File: config.mk
export PLATFORM = sky130hd
export DESIGN_NAME = mem_arbiter
export DESIGN_NICKNAME = d
export VERILOG_FILES = /design/src/rtl/mem_arbiter.sv
export SDC_FILE = /design/constraint.sdc
export NUM_CORES = 1
export LEC_CHECK = 0
export BUFFER_PORTS_ARGS = -buffer_cell sky130_fd_sc_hd__buf_2
export CORE_ASPECT_RATIO = 0.75
export CORE_MARGIN = 2
export CORE_UTILIZATION = 40
export CTS_CLUSTER_DIAMETER = 120
export CTS_CLUSTER_SIZE = 12
export DETAILED_ROUTE_END_ITERATION = 12
export PLACE_DENSITY = 0.68
export SYNTH_ARGS = -nofsm -noshare
export SYNTH_HDL_FRONTEND = slang
export SYNTH_SLANG_ARGS = --single-unit
File: constraint.sdc
create_clock -name clk -period 2.42 [get_ports clk]
set_input_delay 0.605 -clock clk [delete_from_list [all_inputs] [get_ports clk]]
set_output_delay 0.605 -clock clk [all_outputs]
set_load 0.05 [all_outputs]
File: src/rtl/mem_arbiter.sv
// mem_arbiter: round-robin sequencer between instruction fetch and EU data
// requests and a dual-port word RAM. Byte-addressed byte/word requests are
// turned into aligned word operations; odd-byte writes become read-modify-
// write sequences.
// Build option: define MEM_ARB_UNALIGNED_EN to split odd-address word
// accesses into two aligned accesses (second one at A+1, wrapping at 2^20).
// Without it, odd word accesses ignore A[0] and complete as one access.
module mem_arbiter (
  input  logic        clk,
  input  logic        rst,
  input  logic        f_req,
  input  logic [19:0] f_addr,
  output logic        f_ack,
  output logic [15:0] f_rdata,
  input  logic        e_req,
  input  logic        e_we,
  input  logic        e_word,
  input  logic [19:0] e_addr,
  input  logic [15:0] e_wdata,
  output logic        e_ack,
  output logic [15:0] e_rdata,
  output logic        busy,
  output logic        ram_rd_en,
  output logic        ram_rd_we,
  output logic [19:0] ram_rd_addr,
  input  logic [15:0] ram_rd_data,
  output logic        ram_wr_en,
  output logic        ram_wr_we,
  output logic [19:0] ram_wr_addr,
  output logic [15:0] ram_wr_data
);

`ifdef MEM_ARB_UNALIGNED_EN
  localparam logic SPLIT_EN = 1'b1;
`else
  localparam logic SPLIT_EN = 1'b0;
`endif

  typedef enum logic [2:0] {
    IDLE = 3'd0,
    ACC0 = 3'd1,
    ACC1 = 3'd2,
    ACC2 = 3'd3,
    DONE = 3'd4
  } state_e;

  state_e      state_q, state_d;
  logic        last_eu_q, last_eu_d;   // 1: EU won the last grant
  logic        owner_eu_q, owner_eu_d;
  logic [19:0] addr_q, addr_d;
  logic        we_q, we_d;
  logic        word_q, word_d;
  logic [15:0] wdata_q, wdata_d;
  logic [15:0] data_q, data_d;         // read result / RMW old word
  logic        f_ack_q, f_ack_d;
  logic        e_ack_q, e_ack_d;
  logic [15:0] f_rdata_q, f_rdata_d;
  logic [15:0] e_rdata_q, e_rdata_d;
  logic        busy_q, busy_d;

  logic        grant_eu_s;
  logic        split_s;                // word access split across two words
  logic        rmw_s;                  // write needs a leading read of W(A)
  logic [19:0] addr1_s;
  logic [19:0] addr_w_s;
  logic [19:0] addr1_w_s;
  logic        rd_en_s;
  logic [19:0] rd_addr_s;
  logic        wr_en_s;
  logic        wr_we_s;
  logic [19:0] wr_addr_s;
  logic [15:0] wr_data_s;

  assign grant_eu_s = e_req & (~f_req | ~last_eu_q);
  assign split_s    = SPLIT_EN & word_q & addr_q[0];
  assign rmw_s      = we_q & addr_q[0] & (~word_q | split_s);
  assign addr1_s    = addr_q + 20'd1;
  assign addr_w_s   = {addr_q[19:1], 1'b0};
  assign addr1_w_s  = {addr1_s[19:1], 1'b0};

  // RAM operation decode: exactly one read or write per ACC state
  always_comb begin
    rd_en_s   = 1'b0;
    rd_addr_s = 20'h00000;
    wr_en_s   = 1'b0;
    wr_we_s   = 1'b0;
    wr_addr_s = 20'h00000;
    wr_data_s = 16'h0000;
    case (state_q)
      ACC0: begin
        if (we_q && !rmw_s) begin
          wr_en_s   = 1'b1;
          wr_we_s   = word_q;
          wr_addr_s = addr_w_s;
          wr_data_s = word_q ? wdata_q : {8'h00, wdata_q[7:0]};
        end else begin
          rd_en_s   = 1'b1;
          rd_addr_s = addr_w_s;
        end
      end
      ACC1: begin
        if (we_q) begin
          wr_en_s   = 1'b1;
          wr_we_s   = 1'b1;
          wr_addr_s = addr_w_s;
          wr_data_s = {wdata_q[7:0], data_q[7:0]};
        end else begin
          rd_en_s   = 1'b1;
          rd_addr_s = addr1_w_s;
        end
      end
      ACC2: begin
        wr_en_s   = 1'b1;
        wr_we_s   = 1'b0;
        wr_addr_s = addr1_w_s;
        wr_data_s = {8'h00, wdata_q[15:8]};
      end
      default: begin
        rd_en_s = 1'b0;
        wr_en_s = 1'b0;
      end
    endcase
  end

  // Next-state, request latching, read capture and ack/rdata generation
  always_comb begin
    state_d    = state_q;
    last_eu_d  = last_eu_q;
    owner_eu_d = owner_eu_q;
    addr_d     = addr_q;
    we_d       = we_q;
    word_d     = word_q;
    wdata_d    = wdata_q;
    data_d     = data_q;
    f_ack_d    = 1'b0;
    e_ack_d    = 1'b0;
    f_rdata_d  = 16'h0000;
    e_rdata_d  = 16'h0000;
    case (state_q)
      IDLE: begin
        if (f_req || e_req) begin
          state_d    = ACC0;
          owner_eu_d = grant_eu_s;
          last_eu_d  = grant_eu_s;
          data_d     = 16'h0000;
          if (grant_eu_s) begin
            addr_d  = e_addr;
            we_d    = e_we;
            word_d  = e_word;
            wdata_d = e_wdata;
          end else begin
            addr_d  = f_addr;
            we_d    = 1'b0;
            word_d  = 1'b1;
            wdata_d = 16'h0000;
          end
        end else begin
          state_d = IDLE;
        end
      end
      ACC0: begin
        if (we_q) begin
          if (rmw_s) begin
            data_d  = ram_rd_data;
            state_d = ACC1;
          end else begin
            state_d = DONE;
          end
        end else if (split_s) begin
          data_d  = {8'h00, ram_rd_data[15:8]};
          state_d = ACC1;
        end else if (word_q) begin
          data_d  = ram_rd_data;
          state_d = DONE;
        end else begin
          data_d  = {8'h00, (addr_q[0] ? ram_rd_data[15:8] : ram_rd_data[7:0])};
          state_d = DONE;
        end
      end
      ACC1: begin
        if (we_q) begin
          state_d = split_s ? ACC2 : DONE;
        end else begin
          data_d  = {ram_rd_data[7:0], data_q[7:0]};
          state_d = DONE;
        end
      end
      ACC2: begin
        state_d = DONE;
      end
      DONE: begin
        state_d = IDLE;
      end
      default: begin
        state_d = IDLE;
      end
    endcase

    // ack and rdata are registered, so they are loaded on entry to DONE
    if (state_d == DONE) begin
      e_ack_d   = owner_eu_q;
      f_ack_d   = ~owner_eu_q;
      e_rdata_d = (owner_eu_q && !we_q) ? data_d : 16'h0000;
      f_rdata_d = (!owner_eu_q) ? data_d : 16'h0000;
    end else begin
      e_ack_d   = 1'b0;
      f_ack_d   = 1'b0;
      e_rdata_d = 16'h0000;
      f_rdata_d = 16'h0000;
    end
    busy_d = (state_d != IDLE);
  end

  // State and datapath registers; reset drops any transaction in flight
  always_ff @(posedge clk) begin
    if (rst) begin
      state_q    <= IDLE;
      last_eu_q  <= 1'b0;
      owner_eu_q <= 1'b0;
      addr_q     <= 20'h00000;
      we_q       <= 1'b0;
      word_q     <= 1'b0;
      wdata_q    <= 16'h0000;
      data_q     <= 16'h0000;
      f_ack_q    <= 1'b0;
      e_ack_q    <= 1'b0;
      f_rdata_q  <= 16'h0000;
      e_rdata_q  <= 16'h0000;
      busy_q     <= 1'b0;
    end else begin
      state_q    <= state_d;
      last_eu_q  <= last_eu_d;
      owner_eu_q <= owner_eu_d;
      addr_q     <= addr_d;
      we_q       <= we_d;
      word_q     <= word_d;
      wdata_q    <= wdata_d;
      data_q     <= data_d;
      f_ack_q    <= f_ack_d;
      e_ack_q    <= e_ack_d;
      f_rdata_q  <= f_rdata_d;
      e_rdata_q  <= e_rdata_d;
      busy_q     <= busy_d;
    end
  end

  assign f_ack       = f_ack_q;
  assign f_rdata     = f_rdata_q;
  assign e_ack       = e_ack_q;
  assign e_rdata     = e_rdata_q;
  assign busy        = busy_q;
  assign ram_rd_en   = rd_en_s;
  assign ram_rd_we   = rd_en_s;
  assign ram_rd_addr = rd_addr_s;
  // no RAM write may land in a reset cycle, even mid-sequence
  assign ram_wr_en   = wr_en_s & ~rst;
  assign ram_wr_we   = wr_we_s;
  assign ram_wr_addr = wr_addr_s;
  assign ram_wr_data = wr_data_s;

endmodule
* After elaboration in Yosys (flattened, before gate mapping)
Cells that the tools add are included.
W data, S select, Z words.
** Word-level totals
- Flip-flop bits (word level) :: 93
- Input port bits :: 78
- Output and inout port bits :: 95
- Bits in latches :: 0
- Memories kept :: 0
- Word-level logic and storage cells :: 73
- RAM bits :: 0
- Bits in read-only memories :: 0
** Cells by class
- Reduce and logical (&&, ||, !) cells :: 12
- Mux-type cells :: 33
- Bitwise logic cells :: 11
- Order comparisons :: 0
- Add/subtract/negate cells :: 1
- Eq/ne operators :: 4
- Multipliers :: 0
- Shift operators :: 0
- Div/mod/pow operators :: 0
** Operator list (number)
- $mux W16 :: 9
- $mux W20 :: 5
- $pmux W16 S3 :: 2
- $pmux W20 S3 :: 1
- $pmux W20 S2 :: 1
- $add A20 B1 Y20 const B :: 1
- $pmux W3 S3 :: 1
- $mux W1 :: 8
- $mux W8 :: 1
- $eq A3 B2 Y1 const B :: 2
- $mux W3 :: 2
- $not A1 Y1 :: 6
- $reduce_or A3 Y1 :: 2
- $and A1 B1 Y1 :: 4
- $pmux W1 S2 :: 2
- $reduce_or A2 Y1 :: 2
- $eq A3 B1 Y1 const B :: 1
- $eq A3 B3 Y1 const B :: 1
- $logic_not A3 Y1 :: 1
- $pmux W1 S3 :: 1
- $reduce_bool A3 Y1 :: 1
- $logic_and A1 B1 Y1 :: 2
- $logic_not A1 Y1 :: 2
- $reduce_and A2 Y1 :: 1
- 2 further kinds :: 2

* Longest topological paths before layout
- Depth after elaboration :: 8
- Mapped depth :: 7
- Mapped depth without buffers :: 5

* Worst setup path after synthesis
No wires, ideal clock.
- Path type :: reg2out
- From :: reg state_q[0]
- To :: out ram_wr_addr[5]
- Stages on the path, launching flop included :: 5
- Arrival :: 2.556 ns
- Data required time :: 1.815 ns
- Slack :: -0.741 ns
- Path through :: dfxtp_1 -> buf_4 -> nand3b_1 -> clkbuf_1 -> o41ai_1
** On the way
- Cells in the longest elaborated chain, start to end :: 2
** Ends and longest elaborated chain
- from (decl) :: RTL line 47 : state_e state_q, state_d;
- from (signal assigned) :: RTL line 231 : state_q <= state_d;
- $eq A3 B2 Y1 / $eq A3 B1 Y1 (equally long branches) :: RTL line 89 : case (state_q)
- $pmux W20 S3 * :: RTL line 89
- to (decl) :: RTL line 29 : output logic [19:0] ram_wr_addr,
Every way passes the cells marked *; elsewhere a longest branch is shown, timed or not.

* Worst setup path in the final report
- From :: reg state_q[0]
- To :: out ram_rd_addr[18]
** On the way
- Cells in the longest elaborated chain, start to end :: 2
** Ends and longest elaborated chain
- $eq A3 B2 Y1 / $eq A3 B1 Y1 (equally long branches) :: RTL line 89
- $pmux W20 S2 * :: RTL line 89
- to (decl) :: RTL line 25 : output logic [19:0] ram_rd_addr,
Marks and branches as above.

==> results.cfg <==
[status]
outcome = finished with violations
violations = setup timing

[sta]
fmax_mhz = 372
worst_slew_pin_slew_ns = 0.790
worst_clock_skew_ns = 0.00956
fin_crit_ns = 2.69
grt_setup_unrepaired = true
timing.final.max_slew_violations = 0
setup_viol = 43
finalHoldWorstSlack_ns = 0.503
slew_headroom_pct = 47.3
final_hold_viol_count = 0
layout_setup_ws_ns = -0.266
finalCritPeriodShare_pct = 111

[floorplan]
die_y_um = 101
io_pins = 173
die-area_sq_um = 13500
start_util_pct = 41.0
rows = 35
die_x_um = 134
coreArea_sq_um = 12300

[synthesis]
synth_edf_count = 0
avgSynthCellArea_sq_um = 8.50
synth_area_leaders = dfxtp_1, mux2i_1, nor2_1, a21oi_1, a211oi_1
syn_inst = 594
synth_async_sr_flop_share_pct = 0
yosysSeqAreaShare_pct = 36.9
yosysUniqueCellTypes = 65
syn_area_sq_um = 5050
synthFlopType = dfxtp_1
yosysWarnings = 0
synth_top_area_share_pct = 36.9
synth_top_area_cell = dfxtp_1
synth_seq_cells = 93

[clock_network]
cts_buffer_depth = 2
insertion_delay_ns = 0.35
cts_tree = yes
htreeDepth = 3
numCtsBuffers = 9
hold_buffers = 0
root_buffer = clkbuf_16
clk_pin_slew_ns = 0.07
cts.sinks = 93

[detailed_routing]
vias = 5778
dr.pass1.iters = 7
wl_um = 19800
drt_iter0_markers = 467
wl_per_cell_um = 20.2
viasPerCell = 5.88
final_antenna_net_count = 0
drc = 0

[final_layout]
nNetsFinal = 891
area_growth_pct = 66.6
final_cell_mix = buf_2, dfxtp_1, buf_6
final_cell_area_sq_um = 8410
diodes = 0
layout_commonest_cell = buf_2
layout-drive-gt1-share_pct = 52.9
final_cells = 982

[placed_design]
port_buffers = 170
gp_congestion = 0.857
placed_area_sq_um = 6540
dp_cells = 931
dp_slack_ns = -0.00515
dpl.hpwl_um = 12100

[setup_path]
endpoint_kind = output pin
crit_type = reg2out
crit_required_ns = 1.81
critPathLaunchType = flip-flop
cp_max_fo = 6
arrival_ns = 2.08

[global_route]
antenna_found_initial = 0
grt_pass1_wl_um = 27700
grt_max_degree = 42
grt_use_total_pct = 25.9
grt_pass1_vias = 5362
grt_overflow = 0

[power_and_ir_drop]
ir_drop_uv = 408
pwr_density_cell_nw_per_um2 = 528
total_power_mw = 4.44
power_leakage_nw = 3.67

[flow_run]
cap_viol_max_count = 0

[hold_path]
hold_class = in2reg
## routing by layer
metal  GRT usage [%]  up-vias  wire, um
li1                -     2638         -
met1            34.6     2787      8430
met2            41.4      303      9320
met3            7.01       50      1580
met4            7.61        0       500
met5               0        -         0
## report_power, final
part,internal [mW],switching [mW],total [mW],leakage [nW]
logic,0.484,0.760,1.24,2.76
clock network,0.905,0.600,1.51,0.149
registers,1.62,0.0742,1.69,0.762
## worst paths after layout
check,depth (start not counted),from,slack [ns],end
min reg2reg,2,data_q[13],0.54,e_rdata[13]
max reg2reg,8,state_q[0],0.26,addr_q[1]
max,5,state_q[0],-0.27,ram_rd_addr[18]
min,3,e_wdata[11],0.50,wdata_q[11]
## logic make-up (layout without fill, tap and decap cells)
logic type / Yosys count / in the layout / share of synthesized area, %
and+or+nand+nor: 206 / 206 / 21.5
AOI/OAI and AO/OA: 182 / 182 / 26.9
DFF: 93 / 93 / 36.9
buffers and inverters: 73 / 294 / 6.87
muxes: 36 / 36 / 7.14
xor gates and xnor gates: 2 / 2 / 0.347
adders and majority gates: 1 / 1 / 0.248
other: 1 / 2 / 0.0743
## state kept, by name (all words and copies together), names as in the netlist
| name | cells |
|---|---|
| e_rdata | 16 |
| word_q | 1 |
| we_q | 1 |
| busy | 1 |
| state_q | 3 |
| wdata_q | 16 |
| data_q | 16 |
| e_ack | 1 |
| f_rdata | 16 |
| owner_eu_q | 1 |
| addr_q | 20 |
| f_ack | 1 |
## synth_stat cells, types with 5 or more instances
cell and instances:
a222oi_1 8, mux2i_1 36, a31oi_1 14, nand3_1 19, a22o_1 10, o21ai_0 9
clkbuf_1 21, buf_4 7, nor3_1 10, and2_1 11, buf_2 30, nand2b_1 12
nand2_1 30, dfxtp_1 93, nand4_1 10, a22oi_1 18, a21o_1 6, nor2_1 73
inv_1 11, a221oi_2 8, a21oi_1 42, a22oi_2 8, and4_1 7, and3b_1 9
and3_1 5, o21ai_1 14, a211oi_1 21
## what timing repair did
| action | in CTS | in global routing |
|---|---|---|
| buffers inserted | 16 | 18 |
| gates cloned | 5 | 3 |
| endpoints found under the setup margin | 58 | 58 |
| resized for setup | 216 | 109 |
| pin swaps | 43 | 43 |
## critical path, stage by stage (launching register included)
cell and delay [ns]:
dfxtp_2 0.33, buf_6 0.11, or4b_4 0.62, or4_4 0.44
nand3_2 0.10, buf_8 0.15
## area by class of cell
class	count	area, sq um
multi-input combinational	429	3680
clock buffer	10	229
inverter	12	45.0
sequential	93	1880
clock inverter	5	85.1
timing repair buffer	267	2280
fill	894	3900
tap	166	208
## metrics by stage
stage                     util (%)  setup TNS, ns
after detailed placement      53.1       -0.00515
final                         68.3          -5.71
after global placement        53.1              0
after CTS                     63.3          -4.06
after floorplan                  -         -0.315
after global routing          68.3          -9.01
(Power assumes the default switching activity.)
